**src/rtl/esp32_prog_pkg.sv**
```systemverilog
// ---------------------------------------------------------------------------
// esp32_prog_pkg
// Shared definitions for the ESP32 programming sequencer:
//   - state_t      : FSM state encoding (also driven out on state_o for LEDs)
//   - P_*          : filtered {ndtr, nrts} pair codes of interest
//   - pins_t       : EN / GPIO0 request pair
//   - decode_pair  : maps a filtered pair to the EN / GPIO0 request
// ---------------------------------------------------------------------------
package esp32_prog_pkg;

    typedef enum logic [2:0] {
        ST_IDLE  = 3'd0,
        ST_RESET = 3'd1,
        ST_STRAP = 3'd2,
        ST_PROG  = 3'd3,
        ST_HOLD  = 3'd4
    } state_t;

    // Filtered pair codes, bit 1 = ndtr, bit 0 = nrts.
    localparam logic [1:0] P_RESET = 2'b10;  // EN low, GPIO0 high
    localparam logic [1:0] P_BOOT  = 2'b01;  // EN high, GPIO0 low

    typedef struct packed {
        logic en;
        logic io0;
    } pins_t;

    // 00 and 11 both mean "released": EN high, GPIO0 high.
    function automatic pins_t decode_pair(input logic [1:0] p);
        pins_t r;
        r.en  = 1'b1;
        r.io0 = 1'b1;
        if (p == P_RESET) begin
            r.en = 1'b0;
        end else if (p == P_BOOT) begin
            r.io0 = 1'b0;
        end
        return r;
    endfunction

endpackage

```
**src/rtl/esp32_prog_seq_pin_filter.sv**
```systemverilog
// ---------------------------------------------------------------------------
// pin_filter
// Two-flop synchroniser followed by a stability filter for a bundle of raw
// asynchronous pins. The filtered output takes the synchronised value only
// once that value has been unchanged for C_filter_cycles consecutive clocks;
// any change restarts the count. Everything resets to all-ones (pins idle).
//
// Ports:
//   clk     in   clock
//   rst_n   in   asynchronous active-low reset
//   i_raw   in   [C_width-1:0] raw pins, asynchronous to clk
//   o_filt  out  [C_width-1:0] synchronised, filtered pins (registered)
// ---------------------------------------------------------------------------
module pin_filter #(
    parameter int C_width         = 2,
    parameter int C_filter_cycles = 250   // must be >= 1
) (
    input  logic               clk,
    input  logic               rst_n,
    input  logic [C_width-1:0] i_raw,
    output logic [C_width-1:0] o_filt
);

    localparam int C_CNT_W = $clog2(C_filter_cycles + 1);

    logic [C_width-1:0] w_sync;
    logic [C_width-1:0] r_sync_prev;
    logic [C_width-1:0] r_filt;
    logic [C_CNT_W-1:0] r_cnt;
    logic [C_CNT_W-1:0] w_cnt_next;

    genvar gi;
    generate
        for (gi = 0; gi < C_width; gi++) begin : g_sync
            logic r_meta;
            logic r_sync;
            always_ff @(posedge clk or negedge rst_n) begin
                if (!rst_n) begin
                    r_meta <= 1'b1;
                    r_sync <= 1'b1;
                end else begin
                    r_meta <= i_raw[gi];
                    r_sync <= r_meta;
                end
            end
            assign w_sync[gi] = r_sync;
        end
    endgenerate

    // w_cnt_next = number of consecutive clocks (including this one) that
    // w_sync has held its present value, saturating at C_filter_cycles.
    always_comb begin
        w_cnt_next = r_cnt;
        if (w_sync != r_sync_prev) begin
            w_cnt_next = C_CNT_W'(1);
        end else if (r_cnt < C_CNT_W'(C_filter_cycles)) begin
            w_cnt_next = r_cnt + C_CNT_W'(1);
        end
    end

    always_ff @(posedge clk or negedge rst_n) begin
        if (!rst_n) begin
            r_sync_prev <= '1;
            r_cnt       <= '0;
            r_filt      <= '1;
        end else begin
            r_sync_prev <= w_sync;
            r_cnt       <= w_cnt_next;
            if (w_cnt_next >= C_CNT_W'(C_filter_cycles)) begin
                r_filt <= w_sync;
            end
        end
    end

    assign o_filt = r_filt;

endmodule

```
**src/rtl/esp32_prog_seq.sv**
```systemverilog
// ---------------------------------------------------------------------------
// esp32_prog_seq
// Turns the FTDI DTR/RTS auto-program handshake (as toggled by esptool) plus a
// hold button into clean EN / GPIO0 requests for an ESP32, and tells the
// downstream pad logic when to drive the strapping pins.
//
// Ports:
//   clk_25mhz    in   sole clock
//   rst_n        in   asynchronous active-low reset
//   ftdi_ndtr    in   raw FTDI DTR (active-low, asynchronous)
//   ftdi_nrts    in   raw FTDI RTS (active-low, asynchronous)
//   btn_hold     in   synchronous level, 1 holds the ESP32 in reset
//   en_out       out  EN request, 1 = release, 0 = drive low
//   gpio0_out    out  GPIO0/GPIO2 strap value
//   prog_active  out  1 = drive strapping pins, 0 = tristate
//   state_o      out  [2:0] current state code
//
// All outputs are registered from the next-state decode, so they change on
// the same edge the state register does.
// ---------------------------------------------------------------------------
module esp32_prog_seq #(
    parameter int C_filter_cycles = 250,    // >= 1
    parameter int C_en_min_cycles = 25000,  // >= 1
    parameter int C_prog_timeout  = 26      // >= 1, MSB index of timeout counter
) (
    input  logic       clk_25mhz,
    input  logic       rst_n,
    input  logic       ftdi_ndtr,
    input  logic       ftdi_nrts,
    input  logic       btn_hold,
    output logic       en_out,
    output logic       gpio0_out,
    output logic       prog_active,
    output logic [2:0] state_o
);

    import esp32_prog_pkg::*;

    localparam int C_PULSE_W = $clog2(C_en_min_cycles + 1);

    logic [1:0]              w_pair;
    pins_t                   w_dec;
    state_t                  r_state;
    state_t                  w_state_next;
    logic                    r_en;
    logic                    r_io0;
    logic                    r_prog_active;
    logic                    w_en_next;
    logic                    w_io0_next;
    logic                    w_prog_active_next;
    logic [C_PULSE_W-1:0]    r_pulse_cnt;
    logic [C_PULSE_W-1:0]    w_pulse_cnt_next;
    logic [C_prog_timeout:0] r_tmo_cnt;
    logic [C_prog_timeout:0] w_tmo_cnt_next;
    logic                    w_pulse_done;
    logic                    w_tmo_expire;
    logic                    w_enter_reset;

    pin_filter #(
        .C_width         (2),
        .C_filter_cycles (C_filter_cycles)
    ) u_pin_filter (
        .clk    (clk_25mhz),
        .rst_n  (rst_n),
        .i_raw  ({ftdi_ndtr, ftdi_nrts}),
        .o_filt (w_pair)
    );

    assign w_dec = decode_pair(w_pair);

    // Both checks look at the clock currently being completed, so EN is low
    // for exactly C_en_min_cycles clocks and the strapping window lasts
    // exactly 2^C_prog_timeout clocks from the RESET entry edge.
    assign w_pulse_done = (r_pulse_cnt >= C_PULSE_W'(C_en_min_cycles - 1));
    assign w_tmo_expire = r_tmo_cnt[C_prog_timeout] | (&r_tmo_cnt[C_prog_timeout-1:0]);

    // Next state. btn_hold overrides everything; a filtered 10 in PROG beats
    // a timeout expiring in the same cycle.
    always_comb begin
        w_state_next = r_state;
        if (btn_hold) begin
            w_state_next = ST_HOLD;
        end else begin
            case (r_state)
                ST_IDLE: begin
                    if (w_pair == P_RESET) w_state_next = ST_RESET;
                end
                ST_RESET: begin
                    if (w_pair != P_RESET && w_pulse_done) begin
                        w_state_next = (w_pair == P_BOOT) ? ST_STRAP : ST_PROG;
                    end
                end
                ST_STRAP: begin
                    if (w_pair == P_RESET)     w_state_next = ST_RESET;
                    else if (w_pair != P_BOOT) w_state_next = ST_PROG;
                end
                ST_PROG: begin
                    if (w_pair == P_RESET)  w_state_next = ST_RESET;
                    else if (w_tmo_expire)  w_state_next = ST_IDLE;
                end
                ST_HOLD:  w_state_next = ST_RESET;
                default:  w_state_next = ST_IDLE;
            endcase
        end
    end

    // Output decode from the next state.
    always_comb begin
        w_en_next          = 1'b1;
        w_io0_next         = 1'b1;
        w_prog_active_next = 1'b0;
        case (w_state_next)
            ST_IDLE: begin
                w_en_next  = w_dec.en;
                w_io0_next = w_dec.io0;
            end
            ST_RESET: begin
                w_en_next          = 1'b0;
                w_prog_active_next = 1'b1;
            end
            ST_STRAP: begin
                w_io0_next         = 1'b0;
                w_prog_active_next = 1'b1;
            end
            ST_PROG: begin
                w_en_next          = w_dec.en;
                w_io0_next         = w_dec.io0;
                w_prog_active_next = 1'b1;
            end
            ST_HOLD: begin
                w_en_next = 1'b0;
            end
            default: begin
                w_en_next = 1'b1;
            end
        endcase
    end

    // Counters restart on every edge that enters RESET, from whichever state.
    assign w_enter_reset = (w_state_next == ST_RESET) && (r_state != ST_RESET);

    always_comb begin
        w_pulse_cnt_next = r_pulse_cnt;
        w_tmo_cnt_next   = r_tmo_cnt;
        if (w_enter_reset) begin
            w_pulse_cnt_next = '0;
            w_tmo_cnt_next   = '0;
        end else begin
            if (r_state == ST_RESET && r_pulse_cnt < C_PULSE_W'(C_en_min_cycles)) begin
                w_pulse_cnt_next = r_pulse_cnt + C_PULSE_W'(1);
            end
            if ((r_state == ST_RESET || r_state == ST_STRAP || r_state == ST_PROG)
                && !r_tmo_cnt[C_prog_timeout]) begin
                w_tmo_cnt_next = r_tmo_cnt + 1'b1;
            end
        end
    end

    always_ff @(posedge clk_25mhz or negedge rst_n) begin
        if (!rst_n) begin
            r_state       <= ST_IDLE;
            r_en          <= 1'b1;
            r_io0         <= 1'b1;
            r_prog_active <= 1'b0;
            r_pulse_cnt   <= '0;
            r_tmo_cnt     <= '0;
        end else begin
            r_state       <= w_state_next;
            r_en          <= w_en_next;
            r_io0         <= w_io0_next;
            r_prog_active <= w_prog_active_next;
            r_pulse_cnt   <= w_pulse_cnt_next;
            r_tmo_cnt     <= w_tmo_cnt_next;
        end
    end

    assign en_out      = r_en;
    assign gpio0_out   = r_io0;
    assign prog_active = r_prog_active;
    assign state_o     = r_state;

endmodule
```
**config.mk**
```make
export PLATFORM = sky130hd
export DESIGN_NAME = esp32_prog_seq
export DESIGN_NICKNAME = d
export VERILOG_FILES = /design/src/rtl/esp32_prog_pkg.sv /design/src/rtl/esp32_prog_seq_pin_filter.sv /design/src/rtl/esp32_prog_seq.sv
export SDC_FILE = /design/constraint.sdc
export NUM_CORES = 1
export LEC_CHECK = 0
export ABC_AREA = 0
export CORE_MARGIN = 8
export CORE_UTILIZATION = 24
export CTS_CLUSTER_SIZE = 40
export DETAILED_ROUTE_END_ITERATION = 10
export PLACE_DENSITY_LB_ADDON = 0.12
export SKIP_LAST_GASP = 1
export SLEW_MARGIN = 20
export SYNTH_ARGS = -nofsm -noshare
export SYNTH_HDL_FRONTEND = slang
export SYNTH_SLANG_ARGS = --single-unit
```
**constraint.sdc**
```tcl
create_clock -name clk_25mhz -period 2.8 [get_ports clk_25mhz]
set_clock_uncertainty 0.1 [all_clocks]
set_input_delay 0.28 -clock clk_25mhz [delete_from_list [all_inputs] [get_ports clk_25mhz]]
set_output_delay 0.28 -clock clk_25mhz [all_outputs]
set_load 0.01 [all_outputs]
```
==> impl_metrics.toml <==
[pwr]
pwr-share-clk_pct = 49.2
power_leakage_nw = 1.605
comb_power_share_pct = 7.8
power.density_nw_per_um2 = 560.6
p_int_mw = 1.765
seqPwrFrac_pct = 43.0
sw_frac_of_total_pct = 23.70
ir_worst_vdd_mv = 0.2788
switching_power_mw = 0.5483

[global_route]
antenna_found_initial = 0
grt-ovfl-total = 0
grt_max_degree = 65
grt_pass1_vias = 2441
grt_pass1_wl_mm = 12.45
track_usage_pct = 8.585

[logic_synthesis]
ys_types = 49
ys_ff_latch = 64
ys_async_sr_fraction_pct = 100.0
syn-cell-area_um2 = 3511
synth_edf_count = 0
synth_seq_area_share_pct = 45.97
ys_warn_count = 0
synth_cells = 321
ys.flop_type = "dfrtp_1"
avgSynthCellArea_um2 = 10.94
synth_nets = 329

[timing]
hold_viol = 0
post-route-period-util_pct = 88.77
rsz0062_at_grt = "false"
tightest_slew_ns = 0.8421
finalSetupViolCount = 0
tns_ns = 0
drv_slew = 0
fin_hold_ws_ns = 0.03468
max_slew_margin_pct = 43.86
max_freq_mhz = 402.3
finalCriticalPeriod_ns = 2.486

[worst_setup_path]
path_class = "reg2reg"
cp-end-kind = "register"
crit_start = "r_tmo_cnt[8]$_DFFE_PN0P_"
crit_required_ns = 2.92
arrival_ns = 2.61
r2r_start = "r_tmo_cnt[8]$_DFFE_PN0P_"
worstPathMaxFanout = 15
startpoint_type = "register"

[cts]
clock_sinks = 64
htreeDepth = 3
clk_pin_slew_worst_paths_ns = 0.05
tritoncts = "built"
numCtsBuffers = 9
clock_path_buffers = 2
clock_latency_ns = 0.33
postCtsSetupBuffers = 0
hold_buffers = 0
root_buffer = "clkbuf_16"
ctsResizeCount = 0

[die]
io_pins = 11
die_w_um = 137.0
rows = 44
core-area_um2 = 14420
die_area_um2 = 18760
die_y_um = 137.0
start_util_pct = 24.34

[drt]
drt_iter0_markers = 122
viasPerCell = 4.374
dr.pass1.iters = 4
avgRoutedWirePerCell_um = 13.36
routed_wirelength_mm = 7.068
drc = 0
via_count = 2314
ant_nets = 0

[hold_path]
hp-class = "in2async"

[cells_and_area]
n_fill_cell = 1530
seq_area_um2 = 1614
final_common_cell = "dfrtp_1"
diodes = 0
layout-drive-gt1-share_pct = 24.35
nets = 348
area_growth_pct = 17.53
multi_input_comb_area_um2 = 1774
mostFrequentLayoutCells = "dfrtp_1, nor2_4, nand2_1"

[placement]
port_buffers = 10
place_congestion = 0.7490
dpl.hpwl_mm = 4.798

[run]
maxCapViolCount = 0

[run_status]
status = "finished, final reports clean"
flip-flops by register name, indices dropped and copies added, names as in the netlist, 2 cells and up:
| signal | cells |
|---|---|
| r_tmo_cnt | 27 |
| r_pulse_cnt | 15 |
| u_pin_filter.r_cnt | 8 |
| state_o | 3 |
| u_pin_filter.g_sync.r_meta | 2 |
| u_pin_filter.g_sync.r_sync | 2 |
| u_pin_filter.o_filt | 2 |
| u_pin_filter.r_sync_prev | 2 |
power by group through the flow:
stage	clock (mW)	combinational (mW)	sequential [mW]
2_1_floorplan	0	0.136	1.00
3_3_place_gp	0	0.186	1.01
3_5_place_dp	0	0.187	1.01
4_1_cts	1.19	0.188	0.995
5_1_grt	1.22	0.206	1.00
6_report	1.14	0.181	0.995
final cells by class:
| cell class | count | share of cell area [%] |
|---|---|---|
| multi-input cells | 242 | 43.00 |
| flip-flops and latches | 64 | 39.11 |
| clock buffers | 13 | 6.307 |
| well taps | 184 | 5.579 |
| repair buffers | 17 | 4.488 |
| clock inverters | 3 | 0.9703 |
| inverters | 6 | 0.5458 |
synthesized netlist by cell type (2+ instances only):
| library cell | count | area [um^2] |
|---|---|---|
| dfrtp_1 | 54 | 1351 |
| nor2_4 | 40 | 450.4 |
| nand2_1 | 30 | 112.6 |
| nor2_1 | 23 | 86.33 |
| xor2_1 | 22 | 192.7 |
| xnor2_1 | 21 | 183.9 |
| nand3_1 | 15 | 75.07 |
| nor3_1 | 12 | 60.06 |
| dfstp_2 | 10 | 262.8 |
| and3_1 | 9 | 56.30 |
| nand4_1 | 9 | 56.30 |
| a21oi_1 | 8 | 40.04 |
| inv_1 | 6 | 22.52 |
| and2_1 | 5 | 31.28 |
| buf_12 | 4 | 80.08 |
| a211oi_1 | 3 | 22.52 |
| and4_1 | 3 | 26.28 |
| clkbuf_1 | 3 | 11.26 |
| ha_1 | 3 | 37.54 |
| mux2i_1 | 3 | 30.03 |
| nor4_1 | 3 | 18.77 |
| o21ai_0 | 3 | 15.01 |
| a31oi_1 | 2 | 12.51 |
| mux2_2 | 2 | 22.52 |
| o211a_1 | 2 | 20.02 |
| o21ba_2 | 2 | 20.02 |
| o31ai_1 | 2 | 15.01 |
routing by layer:
layer / part of all wire (%) / wire length [um] / up-vias / GRT usage, %
li1: - / - / 1151 / -
met5: 0 / 0 / - / 0
met3: 2.7 / 188 / 12 / 1.689
met4: 3.0 / 212 / 0 / 5.975
met1: 50 / 3549 / 1129 / 11.14
met2: 44 / 3118 / 22 / 12.55
worst paths after layout:
path | end | slack (ns) | depth (start not counted)
setup reg to reg | r_pulse_cnt[0]$_DFFE_PN0P_ | 0.31 | 7
min in group clk_25mhz | u_pin_filter.g_sync[1].r_sync$_DFF_PN1_ | 0.25 | 0
setup / recovery | r_pulse_cnt[0]$_DFFE_PN0P_ | 0.31 | 7
hold / removal | r_tmo_cnt[18]$_DFFE_PN0P_ | 0.03 | 2
max in group asynchronous | r_pulse_cnt[3]$_DFFE_PN0P_ | 2.02 | 2
hold reg to reg | u_pin_filter.g_sync[1].r_sync$_DFF_PN1_ | 0.25 | 0
worst max-delay path: stages (launching register included):
cell	delay, ns
dfrtp_1	0.42
nand3_2	0.11
or4_4	0.58
nor4_1	0.45
o211a_1	0.21
o31a_4	0.21
buf_12	0.22
nor2_1	0.07
metrics by stage:
stage / util [%] / setup WS (ns) / power, mW / cell area (um^2) / instances
after floorplan: - / 0.4824 / 1.137 / 3511 / 321
after global placement: 26.53 / 0.3188 / 1.197 / 3826 / 513
after detailed placement: 26.53 / 0.3026 / 1.198 / 3826 / 513
after CTS: 28.61 / 0.2847 / 2.371 / 4126 / 529
after global routing: 28.61 / 0.1617 / 2.429 / 4126 / 529
final: 28.61 / 0.3145 / 2.313 / 4126 / 529
kinds of logic after synthesis:
family | share of synthesized area (%)
DFF | 45.97
muxes | 1.497
AOI/OAI and AO/OA | 7.199
adders and majority gates | 1.069
and+or+nand+nor | 29.83
xor gates and xnor gates | 10.73
buffers and inverters | 3.706
No activity file was read; power rests on OpenSTA's default activity.
